==> src/rtl/mmio_gpio_hub.sv <==
// Memory-mapped GPIO block for the CPU IO window.
// Switch inputs pass through a two-flop synchroniser and a per-bit debouncer.
// Each switch bit has a sticky change flag (write 1 to clear).
// The block also holds an LED output register and a level interrupt.
module mmio_gpio_hub #(
  parameter int unsigned SW_WIDTH   = 24,
  parameter int unsigned LED_WIDTH  = 24,
  parameter int unsigned DEB_CYCLES = 4
) (
  input  logic                 clk,
  input  logic                 rst,
  input  logic                 io_sel,
  input  logic                 ioread,
  input  logic                 iowrite,
  input  logic [3:0]           addr,
  input  logic [31:0]          wdata,
  output logic [31:0]          rdata,
  input  logic [SW_WIDTH-1:0]  switch_i,
  output logic [LED_WIDTH-1:0] ledout,
  output logic                 irq
);

  localparam int unsigned      CNT_W    = $clog2(DEB_CYCLES) + 1;
  localparam logic [CNT_W-1:0] CNT_LAST = CNT_W'(DEB_CYCLES - 1);

  localparam logic [1:0] REG_SW   = 2'd0;
  localparam logic [1:0] REG_LED  = 2'd1;
  localparam logic [1:0] REG_EDGE = 2'd2;
  localparam logic [1:0] REG_CTRL = 2'd3;

  logic [SW_WIDTH-1:0]             sync1;
  logic [SW_WIDTH-1:0]             sync2;
  logic [SW_WIDTH-1:0]             deb;
  logic [SW_WIDTH-1:0]             deb_nxt;
  logic [SW_WIDTH-1:0]             sw_edge;
  logic [SW_WIDTH-1:0]             edge_nxt;
  logic [SW_WIDTH-1:0]             w1c;
  logic [SW_WIDTH-1:0][CNT_W-1:0]  cnt;
  logic [SW_WIDTH-1:0][CNT_W-1:0]  cnt_nxt;
  logic [LED_WIDTH-1:0]            led_q;
  logic                            irq_en;
  logic                            wr_en;
  logic                            rd_en;
  logic                            unused_bus;

  assign wr_en = io_sel & iowrite;
  assign rd_en = io_sel & ioread;

  // The byte-lane address bits and the upper write-data bits are not decoded.
  assign unused_bus = ^{addr[1:0], wdata};

  // Debounce: a level must differ from the debounced value for DEB_CYCLES cycles.
  always_comb begin
    deb_nxt = deb;
    cnt_nxt = '0;
    for (int i = 0; i < int'(SW_WIDTH); i++) begin
      if (sync2[i] != deb[i]) begin
        if (cnt[i] == CNT_LAST) begin
          deb_nxt[i] = sync2[i];
        end else begin
          cnt_nxt[i] = cnt[i] + CNT_W'(1);
        end
      end
    end
  end

  // Sticky change flags: a new flip on a bit wins over a clear of that bit.
  always_comb begin
    w1c      = '0;
    if (wr_en && (addr[3:2] == REG_EDGE)) begin
      w1c = wdata[SW_WIDTH-1:0];
    end
    edge_nxt = (sw_edge & ~w1c) | (deb ^ deb_nxt);
  end

  // Synchroniser, debounce state and change flags.
  always_ff @(posedge clk) begin
    if (!rst) begin
      sync1   <= '0;
      sync2   <= '0;
      deb     <= '0;
      cnt     <= '0;
      sw_edge <= '0;
    end else begin
      sync1   <= switch_i;
      sync2   <= sync1;
      deb     <= deb_nxt;
      cnt     <= cnt_nxt;
      sw_edge <= edge_nxt;
    end
  end

  // Bus-writable registers.
  always_ff @(posedge clk) begin
    if (!rst) begin
      led_q  <= '0;
      irq_en <= 1'b0;
    end else if (wr_en) begin
      if (addr[3:2] == REG_LED) begin
        led_q <= wdata[LED_WIDTH-1:0];
      end
      if (addr[3:2] == REG_CTRL) begin
        irq_en <= wdata[0];
      end
    end
  end

  // Zero-latency read mux; idle bus reads as zero.
  always_comb begin
    rdata = '0;
    if (rd_en) begin
      case (addr[3:2])
        REG_SW:   rdata = 32'(deb);
        REG_LED:  rdata = 32'(led_q);
        REG_EDGE: rdata = 32'(sw_edge);
        REG_CTRL: rdata = {31'b0, irq_en};
        default:  rdata = '0;
      endcase
    end
  end

  assign ledout = led_q;
  assign irq    = irq_en & (|sw_edge);

endmodule

==> config.mk <==
export PLATFORM = sky130hd
export DESIGN_NAME = mmio_gpio_hub
export DESIGN_NICKNAME = d
export VERILOG_FILES = /design/src/rtl/mmio_gpio_hub.sv
export SDC_FILE = /design/constraint.sdc
export NUM_CORES = 1
export LEC_CHECK = 0
export BUFFER_PORTS_ARGS = -buffer_cell sky130_fd_sc_hd__buf_2
export CAP_MARGIN = 20
export CORE_MARGIN = 2
export CORE_UTILIZATION = 45
export DETAILED_ROUTE_END_ITERATION = 6
export GPL_ROUTABILITY_DRIVEN = 0
export PLACE_DENSITY = 0.66
export SLEW_MARGIN = 20
export SYNTH_ARGS = -nofsm -noshare
export SYNTH_HDL_FRONTEND = slang
export SYNTH_SLANG_ARGS = --single-unit
==> constraint.sdc <==
create_clock -name clk -period 3.2 [get_ports clk]
set_input_delay 0 -clock clk [delete_from_list [all_inputs] [get_ports clk]]
set_output_delay 0 -clock clk [all_outputs]
set_load 0.02 [all_outputs]
==> qor.yml, run 1 <==
outcome:
  status: "completed"
setup_path:
  worstReg2RegStart: "cnt[66]$_SDFF_PP0_"
  critical_path_class: "in2out"
  regToRegSetupSlack_ns: 1.80
  critPathLaunchType: "primary input"
  endpoint_kind: "output pin"
  rr_worst_depth: 4
  arrival_ns: 2.00
  r2r_end: "cnt[66]$_SDFF_PP0_"
  worstPathRequired_ns: 3.20
  cp_cell_sequence: "buf_2 > and2b_1 > a2bb2oi_1 > nor2_1 > buf_2"
  cpPeakStageDelay_ns: 0.89
  crit_path_max_fanout: 29
  critPathSlowestCell: "and2b_1"
  crit_top_cell: "buf_2"
logic_synthesis:
  synthArstFlopShare: 0
  synthTopCellsByCount: "dfxtp_1 (193), nand2_1 (98), nor2_1 (95)"
  synth_cells: 806
  yosys.area.top_type: "dfxtp_1"
  synth_seq_area_share: 0.4952
  synthesis.area_mm2: 0.007802
  syn_avg_cell_area_um2: 9.681
  synth_ff_type: "dfxtp_1"
  synth_top_area_frac: 0.4952
  synth-edff-count: 0
  ys_warn_count: 0
  synth.distinct_cells: 30
  ys_seq_elements: 193
  ys_top_cells_by_area: "dfxtp_1 (50%), ha_1 (7.7%), mux2i_1 (6.2%)"
  yosysMostFrequentCell: "dfxtp_1"
drt:
  wl_per_cell_um: 13.01
  route.detailed.drc: 0
  routed_via_density: 4.740
  wl_um: 15400
  first_iter_violations: 247
  firstDrtPassIters: 4
  vias: 5612
  ant_nets: 0
timing:
  worst_pin_slew_ns: 1.054
  post-route-period-util: 0.6244
  slew_headroom: 0.2959
  finalHoldViolCount: 0
  setup_viol: 0
  finClkSkew_ns: 0.007759
  fin_setup_tns_ns: 0
  max_freq_mhz: 500.4
  slew_viol_final: 0
  rsz0062_at_grt: "no"
  fin_crit_ns: 1.998
hold_path:
  holdPathStages: 4
  holdPathEnd: "irq_en$_SDFFE_PN0P_"
  hold_path.startpoint: "io_sel"
  hp-class: "in2reg"
power_and_ir_drop:
  ir_worst_vdd_mv: 0.3799
  powerDensity_mw_per_mm2: 530.0
  p_leak_uw: 0.003946
cts:
  path_clk_slew_ns: 0.07
  clock_path_buffers: 2
  cts_sinks: 193
  cts_tree: "built"
  clock_latency_ns: 0.43
  clockRootBuffer: "clkbuf_16"
  cts_post_setup_buffers_inserted: 0
  numCtsBuffers: 17
  htreeDepth: 4
grt:
  grt_pass1_vias: 5314
  grtUsageTotal: 0.1782
  grt_max_degree: 75
  grt_overflow_total: 0
  grt_pass1_wl_um: 25530
  antenna_found_initial: 0
die:
  ios: 122
  die_h_um: 135.7
  dieArea_mm2: 0.01841
  core_area_mm2: 0.01712
  fp-row-count: 48
  initial_utilization: 0.4558
  die_x_um: 135.7
placed_design:
  dp_hpwl_um: 10270
  dp.cells: 1103
  io_buffer_count: 103
final_layout:
  drive_gt1_frac: 0.1512
  final_nets: 1059
  instances_no_fill: 1184
  seqCellArea_mm2: 0.003864
  syn_to_final_growth_pct: 22.72
  num-fill-cells: 1585
  antenna_cells: 0
  multiInputGateArea_mm2: 0.003523
job:
  drv_cap: 0
-- through the flow --
step	hold slack (ns)	worst slack (ns)	power (µW)	util	area (µm²)
6_report	0.01592	1.202	5075	0.5594	9575
2_1_floorplan	0.1273	1.890	2674	-	7829
3_3_place_gp	0.2078	1.124	2747	0.4922	8424
5_1_grt	0.03118	1.029	5257	0.5594	9575
4_1_cts	0.003173	1.178	5129	0.5594	9575
3_5_place_dp	0.2093	1.109	2748	0.4922	8424
-- worst max-delay path by stage --
| stage | start | end | slack [ns] |
|---|---|---|---|
| after global routing | addr[2] | rdata[12] | 1.03 |
| after CTS | addr[2] | rdata[17] | 1.18 |
| after global placement | addr[3] | sw_edge[8]$_SDFF_PN0_ | 1.12 |
| after detailed placement | addr[3] | sw_edge[13]$_SDFF_PN0_ | 1.11 |
| after floorplan | cnt[66]$_SDFF_PP0_ | cnt[66]$_SDFF_PP0_ | 1.89 |
| final | addr[2] | rdata[12] | 1.20 |
-- routing by layer --
metal | track usage | vias up | wire length, µm
met4 | 0.06887 | 0 | 185
li1 | - | 2888 | -
met5 | 0 | - | 0
met3 | 0.04564 | 13 | 773
met1 | 0.2233 | 2590 | 7194
met2 | 0.2946 | 121 | 7246
-- timing repair --
item,in CTS,in global routing
setup endpoints to repair,0,0
gates resized for setup,0,0
hold buffers,49,0
endpoints found under the hold margin,73,0
-- report_power, final --
| part | switching, µW | internal [µW] | leakage, µW |
|---|---|---|---|
| clock | 908 | 1430 | 0.000312 |
| sequential | 20.8 | 2450 | 0.00157 |
| combinational | 137 | 134 | 0.00207 |
| total | 1070 | 4010 | 0.00395 |
-- critical path, delay by kind of cell --
family                 cells  cell delay (ns)
AO/OA/AOI/OAI              1             0.17
buffers and inverters      2             0.72
AND/OR/NAND/NOR            2             1.09
-- cell type report --
cell class / instances / share of cell area
clock inverter: 13 / 0.02169
sequential: 193 / 0.4035
tap: 225 / 0.02940
timing repair buffer: 158 / 0.1113
multi-input combinational: 528 / 0.3680
inverter: 48 / 0.01882
clock buffer: 19 / 0.04730
-- flip-flops by register name, summed over array words and instances, names as in the netlist --
name	cells
cnt	72
deb	24
ledout	24
sw_edge	24
sync1	24
sync2	24
irq_en	1
-- cell families after synthesis --
logic type,count (synthesis),share of synthesized area
AO/OA/AOI/OAI,96,0.08836
XOR/XNOR,24,0.02694
adder cells (fa/ha/maj),48,0.07697
buffers and inverters,92,0.05661
flip-flops,193,0.4952
multiplexers,49,0.06446
other,1,0.0004806
AND/OR/NAND/NOR,303,0.1910
-- layout by cell type, fill, tap and decap left out, types with 4 or more instances in the layout --
master         instances
dfxtp_1              193
buf_2                102
nand2_1               98
nor2_1                95
dlygate4sd3_1         49
mux2i_1               48
and2_1                48
inv_1                 48
ha_1                  48
nor2b_1               26
xnor2_1               24
a21oi_1               24
o21bai_1              24
a2bb2oi_1             23
or3b_1                22
a21boi_1              17
clkbuf_16             17
conb_1                 8
a21boi_0               7
nor4_1                 6
buf_4                  6
bufinv_16              5
clkinvlp_4             4
Power figures use the tool's default switching activity.
==> run 2, diff against run 1 <==
--- a/config.mk
+++ b/config.mk
@@ -11,7 +11,7 @@
 export CORE_UTILIZATION = 45
 export DETAILED_ROUTE_END_ITERATION = 6
 export GPL_ROUTABILITY_DRIVEN = 0
-export PLACE_DENSITY = 0.66
+export PLACE_DENSITY = 0.68
 export SLEW_MARGIN = 20
 export SYNTH_ARGS = -nofsm -noshare
 export SYNTH_HDL_FRONTEND = slang
==> constraint.sdc (replaced) <==
create_clock -name clk -period 1.8 [get_ports clk]
set_input_delay 0 -clock clk [delete_from_list [all_inputs] [get_ports clk]]
set_output_delay 0 -clock clk [all_outputs]
set_load 0.02 [all_outputs]
==> run 2 against run 1 <==
  * Global-route usage rose by 0.094 points
  * Die area unchanged
  * Flip-flop and latch count unchanged
==> qor.yml, run 2 (same netlist as run 1, synthesis figures left out) <==
final_layout:
  final_cell_mix: "dfxtp_1 (193), buf_2 (102), nand2_1 (98)"
  design_area_mm2: 0.009702
  antenna_cells: 0
  largest_reg_flops: 72
  layout_commonest_cell: "dfxtp_1"
  regMostFlops: "cnt"
  syn_to_final_growth_pct: 24.34
  drive_gt1_frac: 0.1612
  final_nets: 1082
grt:
  grt_overflow_total: 0
  grtUsageTotal: 0.1792
  antenna_found_initial: 0
  grt_pass1_wl_um: 25630
  grt_max_degree: 52
  grt_pass1_vias: 5470
drt:
  vias: 5652
  wl_per_cell_um: 13.03
  route.detailed.drc: 0
  ant_nets: 0
  routed_via_density: 4.690
  wl_um: 15700
  first_iter_violations: 282
  firstDrtPassIters: 4
power_and_ir_drop:
  ir_worst_vdd_mv: 0.7495
  p_leak_uw: 0.004032
  powerDensity_mw_per_mm2: 877.4
  total_power_uw: 8512
cts:
  cts_post_setup_buffers_inserted: 0
  htreeDepth: 4
  cts_sinks: 193
  clock_path_buffers: 2
  numCtsBuffers: 17
  clock_latency_ns: 0.43
  cts_tree: "built"
  path_clk_slew_ns: 0.06
  clockRootBuffer: "clkbuf_16"
setup_path:
  endpoint_kind: "output pin"
  arrival_ns: 1.74
  critical_path_class: "reg2out"
  crit_path_max_fanout: 3
  critPathLaunchType: "flop"
  worstPathRequired_ns: 1.80
die:
  ios: 122
  core_area_mm2: 0.01712
  dieArea_mm2: 0.01841
  die_x_um: 135.7
  fp-row-count: 48
  initial_utilization: 0.4558
  die_h_um: 135.7
placed_design:
  dpl_cell_area_mm2: 0.008542
  io_buffer_count: 103
  dp_hpwl_um: 10780
timing:
  setup_viol: 0
  finalHoldViolCount: 0
  fin_crit_ns: 1.745
  finClkSkew_ns: 0.006393
  whs_ns: 0.03162
  post-route-period-util: 0.9694
  slew_viol_final: 0
  max_freq_mhz: 573.1
hold_path:
  hp-class: "in2reg"
outcome:
  status: "completed"
job:
  drv_cap: 0
## run 2: routing by layer
layer  up-vias  global-route usage  share of wire
met5         -                   0              0
met4         0             0.05266          0.011
met3        16             0.05537          0.061
met2       119              0.2957           0.46
met1      2571              0.2256           0.47
li1       2946                   -              -
## run 2: repair_timing
item / CTS / global route
gates resized for setup: 1 / 2
hold endpoints to repair: 77 / 0
gates cloned: 0 / 0
hold buffers: 58 / 0
pin swaps: 0 / 1
endpoints found under the setup margin: 1 / 1
## run 2: worst paths after layout
path                                              from                  end  slack (ns)  cells past startpoint
worst max-delay path            sw_edge[22]$_SDFF_PN0_                  irq        0.06                      4
worst min-delay path                            io_sel  irq_en$_SDFFE_PN0P_        0.03                      4
worst max register to register      cnt[66]$_SDFF_PP0_   cnt[67]$_SDFF_PP0_        0.42                      4
worst min register to register      cnt[66]$_SDFF_PP0_   cnt[66]$_SDFF_PP0_        0.42                      1
## run 2: worst max-delay path, cell delays in order (launching register included)
cell and delay, ns:
dfxtp_1 0.34, nor4_2 0.40, nand4_1 0.18, o21a_1 0.24
buf_2 0.16
## run 2: cell type report
type                            count  area [µm²]
Multi-Input combinational cell    528        3542
Sequential cell                   193        3864
Clock inverter                     10       113.9
Clock buffer                       20       446.7
Tap cell                          225       281.5
Inverter                           48       180.2
Timing Repair Buffer              181        1274
Fill cell                        1514        7415
## run 2: report_power, final
| group | switching (µW) | internal, µW | total (µW) |
|---|---|---|---|
| logic | 251 | 262 | 513 |
| registers | 37.0 | 4350 | 4390 |
| clock network | 1560 | 2060 | 3610 |
## run 2: through the flow
stage	util	setup TNS (ns)	setup slack (ns)	cells
floorplan	-	0	0.4900	813
global placement	0.4991	0	0.3873	1117
detailed placement	0.4991	0	0.3990	1117
CTS	0.5661	0	0.02111	1205
global route	0.5668	-0.001405	-0.001405	1205
finish	0.5668	0	0.05515	1205
